==> config.mk <==
export PLATFORM = sky130hd
export DESIGN_NAME = pm_best_state_merge_flat
export DESIGN_NICKNAME = d
export VERILOG_FILES = /design/src/rtl/pm_best_state_merge_if.sv /design/src/rtl/pm_best_state_merge.sv /design/src/flat_wrapper.sv
export SDC_FILE = /design/constraint.sdc
export NUM_CORES = 1
export LEC_CHECK = 0
export ABC_AREA = 1
export CELL_PAD_IN_SITES_DETAIL_PLACEMENT = 1
export CELL_PAD_IN_SITES_GLOBAL_PLACEMENT = 1
export CORE_UTILIZATION = 40
export CTS_BUF_LIST = sky130_fd_sc_hd__clkbuf_8 sky130_fd_sc_hd__clkbuf_16
export DETAILED_ROUTE_END_ITERATION = 10
export PLACE_DENSITY_LB_ADDON = 0.1
export SLEW_MARGIN = 20
export SYNTH_ARGS = -nofsm -noshare
export SYNTH_HDL_FRONTEND = slang
export SYNTH_SLANG_ARGS = --single-unit
==> constraint.sdc <==
create_clock -name clk -period 2.58 [get_ports clk]
set_input_delay 0.387 -clock clk [delete_from_list [all_inputs] [get_ports clk]]
set_output_delay 0.387 -clock clk [all_outputs]
set_load 0.01 [all_outputs]
==> src/rtl/pm_best_state_merge_if.sv <==
// Selector-to-merge and merge-to-traceback signal bundle.
// Handshakes: a transfer happens on a rising clk edge where valid & ready are both 1;
// valid/payload hold until that edge, ready may depend combinationally on the consumer.
interface pm_best_state_merge_if #(
    parameter int PM_W = 8,
    parameter int ST_W = 6
);
    logic            frame_start;
    logic            pm_valid;
    logic            pm_ready;
    logic            pm_slice;
    logic [ST_W-1:0] pm_index;
    logic [PM_W-1:0] pm_value;
    logic            best_valid;
    logic            best_ready;
    logic [ST_W-1:0] best_state;
    logic [PM_W-1:0] best_value;
    logic            tb_start;
    logic            seq_err;

    modport slave (
        input  frame_start, pm_valid, pm_slice, pm_index, pm_value, best_ready,
        output pm_ready, best_valid, best_state, best_value, tb_start, seq_err
    );

    modport master (
        output frame_start, pm_valid, pm_slice, pm_index, pm_value, best_ready,
        input  pm_ready, best_valid, best_state, best_value, tb_start, seq_err
    );
endinterface

==> src/rtl/pm_best_state_merge.sv <==
// Merges the two half-trellis minimum-metric winners into one best state per step
// and flags every TB_DEPTH-th step as a traceback start.
module pm_best_state_merge #(
    parameter int PM_W     = 8,
    parameter int ST_W     = 6,
    parameter int TB_DEPTH = 32
) (
    input  logic                        clk,
    input  logic                        rst_n,
    pm_best_state_merge_if.slave        bus,
    output logic                        o_dbg_state,
    output logic [$clog2(TB_DEPTH)-1:0] o_dbg_step_cnt
);
    localparam int CW = $clog2(TB_DEPTH);
    localparam logic [CW-1:0] LAST_STEP = CW'(TB_DEPTH - 1);

    typedef enum logic {
        S_WAIT0 = 1'b0,
        S_WAIT1 = 1'b1
    } state_t;

    state_t          r_state;
    state_t          w_next;
    logic [ST_W-1:0] r_cand_idx;
    logic [PM_W-1:0] r_cand_val;
    logic [CW-1:0]   r_step_cnt;
    logic            r_best_valid;
    logic [ST_W-1:0] r_best_state;
    logic [PM_W-1:0] r_best_value;
    logic            r_tb_start;
    logic            r_seq_err;

    logic            w_pm_ready;
    logic            w_accept;
    logic            w_cap;
    logic            w_merge;
    logic            w_seq_err;
    logic            w_cand_lt;
    logic [ST_W-1:0] w_merge_idx;
    logic [PM_W-1:0] w_merge_val;

    // Only a slice-1 merge can collide with an unconsumed result, so stall just that case.
    assign w_pm_ready = ~((r_state == S_WAIT1) & r_best_valid & ~bus.best_ready);
    assign w_accept   = bus.pm_valid & w_pm_ready;

    // Wrap-aware compare: metrics live on a circle, MSB acts as the lap bit.
    assign w_cand_lt   = r_cand_val[PM_W-1] ^ bus.pm_value[PM_W-1] ^
                         (r_cand_val[PM_W-2:0] < bus.pm_value[PM_W-2:0]);
    assign w_merge_idx = w_cand_lt ? r_cand_idx : bus.pm_index;
    assign w_merge_val = w_cand_lt ? r_cand_val : bus.pm_value;

    always_comb begin
        w_next    = r_state;
        w_cap     = 1'b0;
        w_merge   = 1'b0;
        w_seq_err = 1'b0;
        if (bus.frame_start) begin
            w_next = S_WAIT0;
        end else if (w_accept) begin
            unique case (r_state)
                S_WAIT0: begin
                    if (!bus.pm_slice) begin
                        w_cap  = 1'b1;
                        w_next = S_WAIT1;
                    end else begin
                        w_seq_err = 1'b1;
                    end
                end
                S_WAIT1: begin
                    if (bus.pm_slice) begin
                        w_merge = 1'b1;
                        w_next  = S_WAIT0;
                    end else begin
                        w_cap     = 1'b1;
                        w_seq_err = 1'b1;
                    end
                end
                default: w_next = S_WAIT0;
            endcase
        end
    end

    always_ff @(posedge clk or negedge rst_n) begin
        if (!rst_n) begin
            r_state    <= S_WAIT0;
            r_cand_idx <= '0;
            r_cand_val <= '0;
            r_step_cnt <= '0;
            r_seq_err  <= 1'b0;
        end else begin
            r_state   <= w_next;
            r_seq_err <= w_seq_err;
            if (w_cap) begin
                r_cand_idx <= bus.pm_index;
                r_cand_val <= bus.pm_value;
            end
            if (bus.frame_start) begin
                r_step_cnt <= '0;
            end else if (w_merge) begin
                r_step_cnt <= (r_step_cnt == LAST_STEP) ? '0 : r_step_cnt + CW'(1);
            end
        end
    end

    // State/value are left as-is when the result is consumed or flushed.
    always_ff @(posedge clk or negedge rst_n) begin
        if (!rst_n) begin
            r_best_valid <= 1'b0;
            r_best_state <= '0;
            r_best_value <= '0;
            r_tb_start   <= 1'b0;
        end else if (bus.frame_start) begin
            r_best_valid <= 1'b0;
            r_tb_start   <= 1'b0;
        end else if (w_merge) begin
            r_best_valid <= 1'b1;
            r_best_state <= w_merge_idx;
            r_best_value <= w_merge_val;
            r_tb_start   <= (r_step_cnt == LAST_STEP);
        end else if (r_best_valid && bus.best_ready) begin
            r_best_valid <= 1'b0;
            r_tb_start   <= 1'b0;
        end
    end

    assign bus.pm_ready    = w_pm_ready;
    assign bus.best_valid  = r_best_valid;
    assign bus.best_state  = r_best_state;
    assign bus.best_value  = r_best_value;
    assign bus.tb_start    = r_tb_start;
    assign bus.seq_err     = r_seq_err;
    assign o_dbg_state     = r_state;
    assign o_dbg_step_cnt  = r_step_cnt;
endmodule
==> src/flat_wrapper.sv <==
// flat-port wrapper written by rule: the top's interface ports become plain ports
module pm_best_state_merge_flat 
#(
    parameter int PM_W     = 8,
    parameter int ST_W     = 6,
    parameter int TB_DEPTH = 32
)
  (clk, rst_n, o_dbg_state, o_dbg_step_cnt, bus_frame_start, bus_pm_valid, bus_pm_slice, bus_pm_index, bus_pm_value, bus_best_ready, bus_pm_ready, bus_best_valid, bus_best_state, bus_best_value, bus_tb_start, bus_seq_err);
  pm_best_state_merge_if #(.PM_W(PM_W), .ST_W(ST_W)) bus_i ();
  input  logic clk;
  input  logic rst_n;
  output logic o_dbg_state;
  output logic [$clog2(TB_DEPTH)-1:0] o_dbg_step_cnt;
  input wire logic [$bits(bus_i.frame_start)-1:0] bus_frame_start;
  input wire logic [$bits(bus_i.pm_valid)-1:0] bus_pm_valid;
  input wire logic [$bits(bus_i.pm_slice)-1:0] bus_pm_slice;
  input wire logic [$bits(bus_i.pm_index)-1:0] bus_pm_index;
  input wire logic [$bits(bus_i.pm_value)-1:0] bus_pm_value;
  input wire logic [$bits(bus_i.best_ready)-1:0] bus_best_ready;
  output wire logic [$bits(bus_i.pm_ready)-1:0] bus_pm_ready;
  output wire logic [$bits(bus_i.best_valid)-1:0] bus_best_valid;
  output wire logic [$bits(bus_i.best_state)-1:0] bus_best_state;
  output wire logic [$bits(bus_i.best_value)-1:0] bus_best_value;
  output wire logic [$bits(bus_i.tb_start)-1:0] bus_tb_start;
  output wire logic [$bits(bus_i.seq_err)-1:0] bus_seq_err;
  assign bus_i.frame_start = bus_frame_start;
  assign bus_i.pm_valid = bus_pm_valid;
  assign bus_i.pm_slice = bus_pm_slice;
  assign bus_i.pm_index = bus_pm_index;
  assign bus_i.pm_value = bus_pm_value;
  assign bus_i.best_ready = bus_best_ready;
  assign bus_pm_ready = bus_i.pm_ready;
  assign bus_best_valid = bus_i.best_valid;
  assign bus_best_state = bus_i.best_state;
  assign bus_best_value = bus_i.best_value;
  assign bus_tb_start = bus_i.tb_start;
  assign bus_seq_err = bus_i.seq_err;
  pm_best_state_merge #(.PM_W(PM_W), .ST_W(ST_W), .TB_DEPTH(TB_DEPTH)) u_core (.clk(clk), .rst_n(rst_n), .bus(bus_i), .o_dbg_state(o_dbg_state), .o_dbg_step_cnt(o_dbg_step_cnt));
endmodule
==> results of run 1 <==
## worst max-delay path, delay by kind of cell
family,cells,cell delay (ps)
fa+ha+maj,1,310
compound gates,1,200
simple gates,6,760
buf+inv,3,590
## layout make-up
cell class | count | area share, %
Tap cell | 67 | 3.22
Inverter | 38 | 5.48
Clock buffer | 5 | 2.64
Timing Repair Buffer | 46 | 17.2
Multi-Input combinational cell | 158 | 33.4
Clock inverter | 3 | 2.50
Sequential cell | 37 | 35.6
## state kept, by name, summed over array words and instances (netlist names)
register,cells
u_core.o_dbg_state,1
u_core.r_cand_idx,6
u_core.bus.best_valid,1
u_core.r_cand_val,8
u_core.o_dbg_step_cnt,5
u_core.bus.tb_start,1
u_core.bus.best_state,6
u_core.bus.seq_err,1
u_core.bus.best_value,8
## cells in the final DEF (no fill, tap or decap)
cell type and instances:
nand2_1 62, nand3_1 46, clkdlybuf4s50_1 42, dfrtp_1 37, inv_1 36, o21ai_0 12
ha_1 9, nand2_2 5, o21ai_2 5, clkbuf_8 5, nor2_1 4, buf_4 3
nand3_2 2, xnor2_1 2, inv_2 2, a21oi_1 2, bufinv_16 2, and2_4 1
nor2_4 1, or2_4 1, nand2_8 1, a21oi_4 1, o21a_1 1, a22o_1 1
xor2_1 1, o22ai_1 1, clkinv_2 1, buf_2 1
## through the flow
step	hold WS, ps	instances
3_3_place_gp	461	346
6_report	196	354
3_5_place_dp	464	346
2_1_floorplan	91.4	241
5_1_grt	280	354
4_1_cts	231	354
## how the worst min path moves through the flow
stage,from,endpoint,slack [ps],cells past startpoint
global placement,u_core.bus.best_state[4],u_core.bus.best_state[4],460,2
detailed placement,u_core.bus.best_state[4],u_core.bus.best_state[4],460,2
CTS,rst_n,u_core.bus.best_state[4],230,1
finish,rst_n,u_core.bus.best_value[2],200,1
floorplan,rst_n,u_core.bus.best_state[0],90,0
global route,rst_n,u_core.bus.best_value[4],280,1
## per-layer routing
metal  track usage (%)  routed length [um]
met2              37.3                2460
met5                 0                   0
met3              4.70                 126
met4              6.54                  71
met1              28.4                2340
## power by group
part	switching, W	total (W)	internal [W]
clock	0.000215	0.000599	0.000384
sequential	0.0000690	0.000762	0.000693
combinational	0.000313	0.000609	0.000297
## kinds of logic after synthesis
logic type | count (synthesis) | synth area share, %
AOI/OAI and AO/OA | 23 | 7.61
xor gates and xnor gates | 3 | 1.31
adders and majority gates | 9 | 5.61
buffers and inverters | 46 | 10.5
DFF | 37 | 46.1
and+or+nand+nor | 123 | 28.8
==> flow_summary.yaml, run 1 <==
run_status:
  status: "finished, final reports clean"
sta:
  fin_ws_ps: 504
  drv_slew: 0
  finalSetupViolCount: 0
  tightest_slew_ps: 831
  rsz0062_at_grt: "no"
  hold_viol: 0
  max_freq_ghz: 0.482
  slew_headroom_pct: 44.6
  fin_crit_ps: 2080
  setup-tns-final_ps: 0
  skew_ps: 5.62
  min_period_over_period_pct: 80.5
critical_path:
  r2r_setup_slack_ps: 740
  crit_chain: "clkdlybuf4s50_1, inv_1, ha_1, nand2_1, inv_1, a21oi_4, nand2_1, nand2_2, nand3_1, nand3_1, nand2_1"
  endpoint: "u_core.bus.best_value[1]"
  cpMostUsedCell: "nand2_1"
  slowest_delay_ps: 450
  worstReg2RegEnd: "u_core.bus.best_value[1]"
  cp-start-kind: "input port"
  reg2reg_depth: 11
  worstPathRequired_ps: 2760
  timing.rr.start: "u_core.r_cand_val[2]"
  critPathMaxFanout: 13
  path_class: "in2reg"
  cp_data_arrival_time_ps: 2260
  cp_slowest_cell: "clkdlybuf4s50_1"
  endpoint_kind: "flop"
  setup.worst_path.start: "bus_pm_value[6]"
cts:
  htree_levels: 2
  path_clk_slew_ps: 70
  hold_buffers: 0
  clock_sinks: 37
  root_buffer: "clkbuf_8"
  clk_path_buf_depth: 2
  postCtsSetupBuffers: 0
  cts_resized: 0
  clk-insertion-delay-late_ps: 290
  cts_tree: "done"
  cts-buffers-inserted: 5
finish:
  antenna_cells: 0
  regArea_sq_um: 926
  fill_cells: 596
  final_core_util_pct: 54.4
  nets: 315
  area_growth_pct: 29.7
  final_area_sq_mm: 0.00260
  drive_above_1_share_pct: 10.8
  multi_input_area_sq_um: 870
yosys:
  ys_warn_count: 0
  ys_top_cells_by_area: "dfrtp_1, nand2_1, nand3_1"
  synth-async-reset-ratio_pct: 100
  yosysSeqAreaShare_pct: 46.1
  synth_top_cell_by_area: "dfrtp_1"
  synth_seq_cells: 37
  synth_cells: 241
  syn_area_per_cell_sq_um: 8.33
  yosys.cell_count.top_type: "nand2_1"
  synth_nets: 270
  ys_top_cells_by_count: "nand2_1, nand3_1, dfrtp_1"
  synth_area_sq_mm: 0.00201
  ys.flop_type: "dfrtp_1"
  synth_top_cell_area_share_pct: 46.1
  synth_edf_count: 0
  ys_types: 26
routing:
  first_iter_violations: 65
  via_per_inst: 4.83
  wire_per_inst_um: 14.1
  first_pass_iters: 4
  dr_total_vias: 1711
  drc: 0
  drt_wl_total_um: 4990
  drtAntennaViolNets: 0
place:
  place.gp.congestion: 0.808
  io_buffers: 43
  place_hpwl_um: 3560
  dpl_cell_area_sq_mm: 0.00247
  dp_slack_ps: 202
grt:
  grt_pass1_vias: 1836
  grt_start_max_net_pins: 38
  grt_pass1_wl_um: 8780
  grt_antenna_before_repair: 0
  grtUsageTotal_pct: 22.1
  gr-total-overflow: 0
pwr:
  powerDensity_mw_per_mm2: 757
  p_total_w: 0.00197
  leakagePower_nw: 1.32
  ir_drop_mv: 0.484
die:
  die_w_um: 72.8
  dieArea_sq_mm: 0.00530
  core_sq_mm: 0.00479
  initial_core_util_pct: 41.9
  io_pins: 44
  die_h_um: 72.8
  row_count: 25
min_path:
  hold_class: "in2async"
run:
  maxCapViolCount: 0
Note: power is estimated with default switching activity, not from simulation.
==> run 2: changes to the inputs <==
--- a/config.mk
+++ b/config.mk
@@ -8,7 +8,7 @@
 export ABC_AREA = 1
 export CELL_PAD_IN_SITES_DETAIL_PLACEMENT = 1
 export CELL_PAD_IN_SITES_GLOBAL_PLACEMENT = 1
-export CORE_UTILIZATION = 40
+export CORE_UTILIZATION = 33
 export CTS_BUF_LIST = sky130_fd_sc_hd__clkbuf_8 sky130_fd_sc_hd__clkbuf_16
 export DETAILED_ROUTE_END_ITERATION = 10
 export PLACE_DENSITY_LB_ADDON = 0.1
==> constraint.sdc (replaced) <==
create_clock -name clk -period 1.8 [get_ports clk]
set_input_delay 0.27 -clock clk [delete_from_list [all_inputs] [get_ports clk]]
set_output_delay 0.27 -clock clk [all_outputs]
set_load 0.01 [all_outputs]
==> run 2 against run 1 <==
Against the previous run:
- count of clock-buffer cells in the layout is 1 higher
- final area is 13% higher
- first-iteration DRC count is 14% higher
- wire length is 8.9% higher
- final cell count is 9.6% higher
- clock skew is 2.3 ps lower
==> flow_summary.yaml, run 2 (synthesized netlist as in run 1, its figures left out) <==
pwr:
  p_total_w: 0.00280
  seqPwrFrac_pct: 39.2
  ir_drop_mv: 0.349
  clkPwrFrac_pct: 21.1
  switching_share_pct: 33.2
  pwr-share-comb_pct: 39.7
  leakagePower_nw: 1.48
  cell_internal_pwr_w: 0.00187
  powerDensity_mw_per_mm2: 951
  p_switching_w: 0.000932
critical_path:
  reg2reg_depth: 10
  r2r_setup_slack_ps: 90
  path_class: "in2reg"
  critPathMaxFanout: 7
  timing.rr.start: "u_core.r_cand_val[5]"
  cp_data_arrival_time_ps: 1920
  worstPathRequired_ps: 1980
  cp-start-kind: "input port"
  endpoint_kind: "flop"
  worstReg2RegEnd: "u_core.bus.best_state[0]"
place:
  place.gp.congestion: 0.804
  dpl_cell_area_sq_mm: 0.00268
  dp_slack_ps: -428
  io_buffers: 43
  place_hpwl_um: 4000
min_path:
  whs_endpoint: "u_core.r_cand_val[1]"
  min_path_cells: 3
  hold_class: "in2reg"
  hp-start: "bus_pm_value[1]"
finish:
  final_area_sq_mm: 0.00295
  drive_above_1_share_pct: 24.9
  layout_commonest_cell: "nand2_1"
  area_growth_pct: 46.8
  nets: 342
  antenna_cells: 0
  final_core_util_pct: 50.1
  final_cell_mix: "nand2_1, clkdlybuf4s50_1, nand3_1"
run_status:
  status: "finished, final reports clean"
cts:
  htree_levels: 2
  cts-buffers-inserted: 5
  cts_tree: "done"
  root_buffer: "clkbuf_8"
  clk-insertion-delay-late_ps: 290
  clk_path_buf_depth: 2
  clock_sinks: 37
  path_clk_slew_ps: 70
grt:
  gr-total-overflow: 0
  grt_antenna_before_repair: 0
  grt_pass1_wl_um: 9140
  grt_start_max_net_pins: 29
  grt_pass1_vias: 1893
  grtUsageTotal_pct: 18.8
routing:
  dr_total_vias: 1844
  via_per_inst: 4.75
  first_pass_iters: 4
  drt_wl_total_um: 5440
  first_iter_violations: 74
  drtAntennaViolNets: 0
  wire_per_inst_um: 14.0
  drc: 0
sta:
  drv_slew: 0
  finalSetupViolCount: 0
  fin_crit_ps: 1730
  hold_viol: 0
  hold_slack_ps: 302
  min_period_over_period_pct: 96.3
  fin_ws_ps: 66.0
  max_freq_ghz: 0.577
  slew_headroom_pct: 66.1
  skew_ps: 3.33
  tightest_slew_ps: 509
die:
  die_h_um: 80.0
  die_w_um: 80.0
  io_pins: 44
  core_sq_mm: 0.00589
  initial_core_util_pct: 34.1
  dieArea_sq_mm: 0.00640
  row_count: 28
run:
  maxCapViolCount: 0
[run 2: changes by cell type in the layout (fill, tap and decap cells not counted), moves of 2 or more]
| cell | previous run | this run |
|---|---|---|
| nand2_1 | 62 | 55 |
| buf_4 | 3 | 22 |
| nand2_4 | 0 | 5 |
| buf_6 | 0 | 6 |
| ha_4 | 0 | 4 |
| nand3_1 | 46 | 40 |
| inv_2 | 2 | 7 |
| ha_1 | 9 | 5 |
| nand3_2 | 2 | 7 |
| bufinv_16 | 2 | 0 |
| nand2_2 | 5 | 7 |
| inv_1 | 36 | 32 |
[run 2: worst max path at each step]
stage                               endpoint            startpoint  slack [ps]  depth (start not counted)
finish              u_core.bus.best_state[0]       bus_pm_value[6]          70                         12
global placement    u_core.bus.best_state[0]       bus_pm_value[6]        -380                         12
detailed placement  u_core.bus.best_state[0]       bus_pm_value[6]        -430                         12
floorplan           u_core.bus.best_state[2]  u_core.r_cand_val[6]         190                         10
global route        u_core.bus.best_state[1]       bus_pm_value[2]         -20                         14
CTS                 u_core.bus.best_state[0]       bus_pm_value[2]           3                         12
[run 2: layout make-up]
class | instances | area, sq um
Clock buffer | 6 | 82.6
Fill cell | 710 | 2940
Multi-Input combinational cell | 158 | 1010
Inverter | 38 | 143
Clock inverter | 1 | 3.75
Timing Repair Buffer | 73 | 691
Tap cell | 75 | 93.8
Sequential cell | 37 | 926
[run 2: timing repair]
action / 4_1_cts / 5_1_grt
hold buffers: 1 / 0
gates resized for setup: 13 / 24
endpoints found under the setup margin: 13 / 13
pin swaps: 3 / 14
setup buffers: 0 / 1
gates cloned: 0 / 0
hold endpoints to repair: 19 / 0
[run 2: metrics by stage]
step                setup TNS, ps  std cells
floorplan                       0        241
global placement            -4650        379
detailed placement          -5070        379
CTS                             0        387
global route                -23.0        388
finish                          0        388
[run 2: worst max-delay path, cell delays in order]
cell	delay, ps
clkdlybuf4s50_1	470
inv_2	50
ha_4	230
nand2_4	70
inv_2	50
a21oi_4	210
nand2_4	100
nand2_4	100
buf_6	130
nand3_1	90
nand3_2	80
nand2_1	50
[run 2: power groups by stage]
stage / sequential [W] / clock, W / combinational (W)
3_3_place_gp: 0.00110 / 0 / 0.000969
4_1_cts: 0.00110 / 0.000616 / 0.00105
6_report: 0.00110 / 0.000590 / 0.00111
3_5_place_dp: 0.00111 / 0 / 0.000993
2_1_floorplan: 0.00115 / 0 / 0.000432
5_1_grt: 0.00112 / 0.000647 / 0.00122
[run 2: routing by layer]
metal	share of wire, %	up-vias	track usage (%)
met4	1.0	0	5.89
met2	46	33	30.3
met3	3.1	6	3.09
met1	50	897	25.8
met5	0	-	0
li1	-	908	-
==> run 3: changes to the inputs <==
--- a/config.mk
+++ b/config.mk
@@ -8,10 +8,11 @@
 export ABC_AREA = 1
 export CELL_PAD_IN_SITES_DETAIL_PLACEMENT = 1
 export CELL_PAD_IN_SITES_GLOBAL_PLACEMENT = 1
-export CORE_UTILIZATION = 33
+export CORE_UTILIZATION = 37
 export CTS_BUF_LIST = sky130_fd_sc_hd__clkbuf_8 sky130_fd_sc_hd__clkbuf_16
 export DETAILED_ROUTE_END_ITERATION = 10
 export PLACE_DENSITY_LB_ADDON = 0.1
+export SETUP_SLACK_MARGIN = 0.5
 export SLEW_MARGIN = 20
 export SYNTH_ARGS = -nofsm -noshare
 export SYNTH_HDL_FRONTEND = slang
==> constraint.sdc (replaced) <==
create_clock -name clk -period 1.75 [get_ports clk]
set_input_delay 0.2625 -clock clk [delete_from_list [all_inputs] [get_ports clk]]
set_output_delay 0.2625 -clock clk [all_outputs]
set_load 0.01 [all_outputs]
==> run 3 against run 2 <==
Against the previous run:
- the flow now finishes with violations (setup timing)
- total power rose by 28%
- core utilization increased by 23 points
- combinational power increased by 62%
- worst hold slack lost 280 ps
- setup slack got worse by 180 ps
- largest power group unchanged
==> flow_summary.yaml, run 3 (synthesized netlist as in run 1, its figures left out) <==
run_status:
  status: "finished, violations left"
  failed_checks: "setup timing"
routing:
  routed.top_layer: "met4"
  wl_met3_um: 602
  wire_per_inst_um: 25.9
  met2_wirelength_um: 5600
  drtAntennaViolNets: 0
  dr_total_vias: 2359
  drt_wl_total_um: 10900
  via_per_inst: 5.62
  first_iter_violations: 121
  wl_met1_um: 4080
  drc: 0
  first_pass_iters: 4
die:
  core_sq_mm: 0.00517
  dieArea_sq_mm: 0.00572
  io_pins: 44
  die_w_um: 75.7
  initial_core_util_pct: 38.8
  die_h_um: 75.7
  row_count: 26
pwr:
  leakagePower_nw: 1.83
  powerDensity_mw_per_mm2: 948
  p_total_w: 0.00359
  ir_drop_mv: 0.642
grt:
  grtUsageTotal_pct: 32.5
  grt_pass1_vias: 2370
  grt_pass1_wl_um: 13000
  grt_antenna_before_repair: 0
  grt_start_max_net_pins: 38
  gr-total-overflow: 0
critical_path:
  cp_slowest_cell: "dfrtp_1"
  critPathBufInv: 3
  cp_data_arrival_time_ps: 2090
  path_depth: 13
  setup.worst_path.start: "u_core.r_cand_val[2]"
  slowest_delay_ps: 430
  endpoint_kind: "flop"
  cpMostUsedCell: "nand2_1"
  timing.rr.start: "u_core.r_cand_val[2]"
  cp_top_family: "simple AND/OR/NAND/NOR gates"
  crit_chain: "ha_4, nand2_2, inv_2, nand2_1, nand2_1, nand2_2, buf_6, nand2_8, nand2_8, buf_12, nand3_2, nand3_2, nand2_1"
  critPathMaxFanout: 7
  path_class: "reg2reg"
  reg2reg_depth: 13
  cp-start-kind: "flop"
  worstPathRequired_ps: 1980
finish:
  drive_above_1_share_pct: 55.4
  final_area_sq_mm: 0.00378
  fill_cells: 521
  final_cell_mix: "buf_4, nand2_1, dfrtp_1"
  nets: 378
  area_growth_pct: 88.4
  layout_commonest_cell: "buf_4"
  antenna_cells: 0
  fin_cells: 420
  final_core_util_pct: 73.1
min_path:
  hold_class: "in2async"
cts:
  clk_path_buf_depth: 2
  root_buffer: "clkbuf_8"
  htree_levels: 2
  cts_tree: "done"
  clk-insertion-delay-late_ps: 300
  clock_sinks: 37
  path_clk_slew_ps: 80
  cts-buffers-inserted: 5
place:
  placed_cells: 373
  place.gp.congestion: 0.766
  io_buffers: 43
  dpl_cell_area_sq_mm: 0.00271
  place_hpwl_um: 3890
sta:
  tightest_slew_ps: 554
  fin_ws_ps: -111
  finalSetupViolCount: 14
  slew_headroom_pct: 63.0
  rsz0062_at_grt: "yes"
  max_freq_ghz: 0.537
  min_period_over_period_pct: 106
  drv_slew: 0
  skew_ps: 10.2
  fin_crit_ps: 1860
  hold_viol: 0
run:
  maxCapViolCount: 0
-- run 3: cell count changes in the layout (fill, tap and decap cells not counted), moves of 9 or more --
cell / previous run / this run
nand3_1: 40 / 9
clkdlybuf4s50_1: 41 / 11
nand3_2: 7 / 31
nand2_1: 55 / 35
buf_4: 22 / 40
clkdlybuf4s15_1: 0 / 15
dlygate4sd2_1: 0 / 13
buf_6: 6 / 18
o21ai_0: 12 / 0
nand2_4: 5 / 14
o21ai_2: 5 / 14
-- run 3: what timing repair did --
action | 4_1_cts | 5_1_grt
gates cloned | 6 | 0
hold buffers | 0 | 0
pin swaps | 29 | 32
endpoints found under the setup margin | 59 | 54
resized for setup | 110 | 100
setup buffers | 20 | 13
-- run 3: final timing paths --
path                                            end  slack [ps]
max in group asynchronous        u_core.o_dbg_state        1350
hold reg to reg            u_core.bus.best_state[3]         480
min in group clk              u_core.bus.best_valid         440
setup / recovery           u_core.bus.best_value[2]        -110
setup reg to reg           u_core.bus.best_value[2]        -110
hold / removal                 u_core.r_cand_val[1]          20
-- run 3: power breakdown --
group / switching (W) / total, W / internal (W) / leakage [nW]
logic: 0.000967 / 0.00180 / 0.000828 / 1.31
registers: 0.000144 / 0.00117 / 0.00102 / 0.472
clock network: 0.000352 / 0.000623 / 0.000271 / 0.0491
-- run 3: layout make-up --
class / instances / area, sq um / share of cell area [%]
inverters: 38 / 150 / 3.97
well taps: 70 / 87.6 / 2.32
repair inverters: 1 / 11.3 / 0.298
multi-input cells: 161 / 1510 / 39.9
clock inverters: 3 / 13.8 / 0.364
clock buffers: 5 / 68.8 / 1.82
repair buffers: 105 / 1010 / 26.8
flip-flops and latches: 37 / 930 / 24.6
-- run 3: layer usage --
metal | up-vias | track usage [%]
met3 | 54 | 7.41
met2 | 128 | 56.6
met4 | 0 | 16.5
met5 | - | 0
li1 | 992 | -
met1 | 1185 | 37.5
-- run 3: per-stage QoR --
stage          setup TNS, ps  hold WS [ps]  worst slack, ps
3_5_place_dp           -4810           355             -394
6_report                -744          18.5             -111
2_1_floorplan              0         -33.1              198
3_3_place_gp           -4090           348             -320
4_1_cts                    0          36.2             52.3
5_1_grt                -1240          67.4             -140
-- run 3: worst register-to-register path, delay by kind of cell, from the launching register on --
family | cells | cell delay [ps]
AND/OR/NAND/NOR | 9 | 730
flip-flops | 1 | 430
adder cells (fa/ha/maj) | 1 | 300
buffers and inverters | 3 | 340
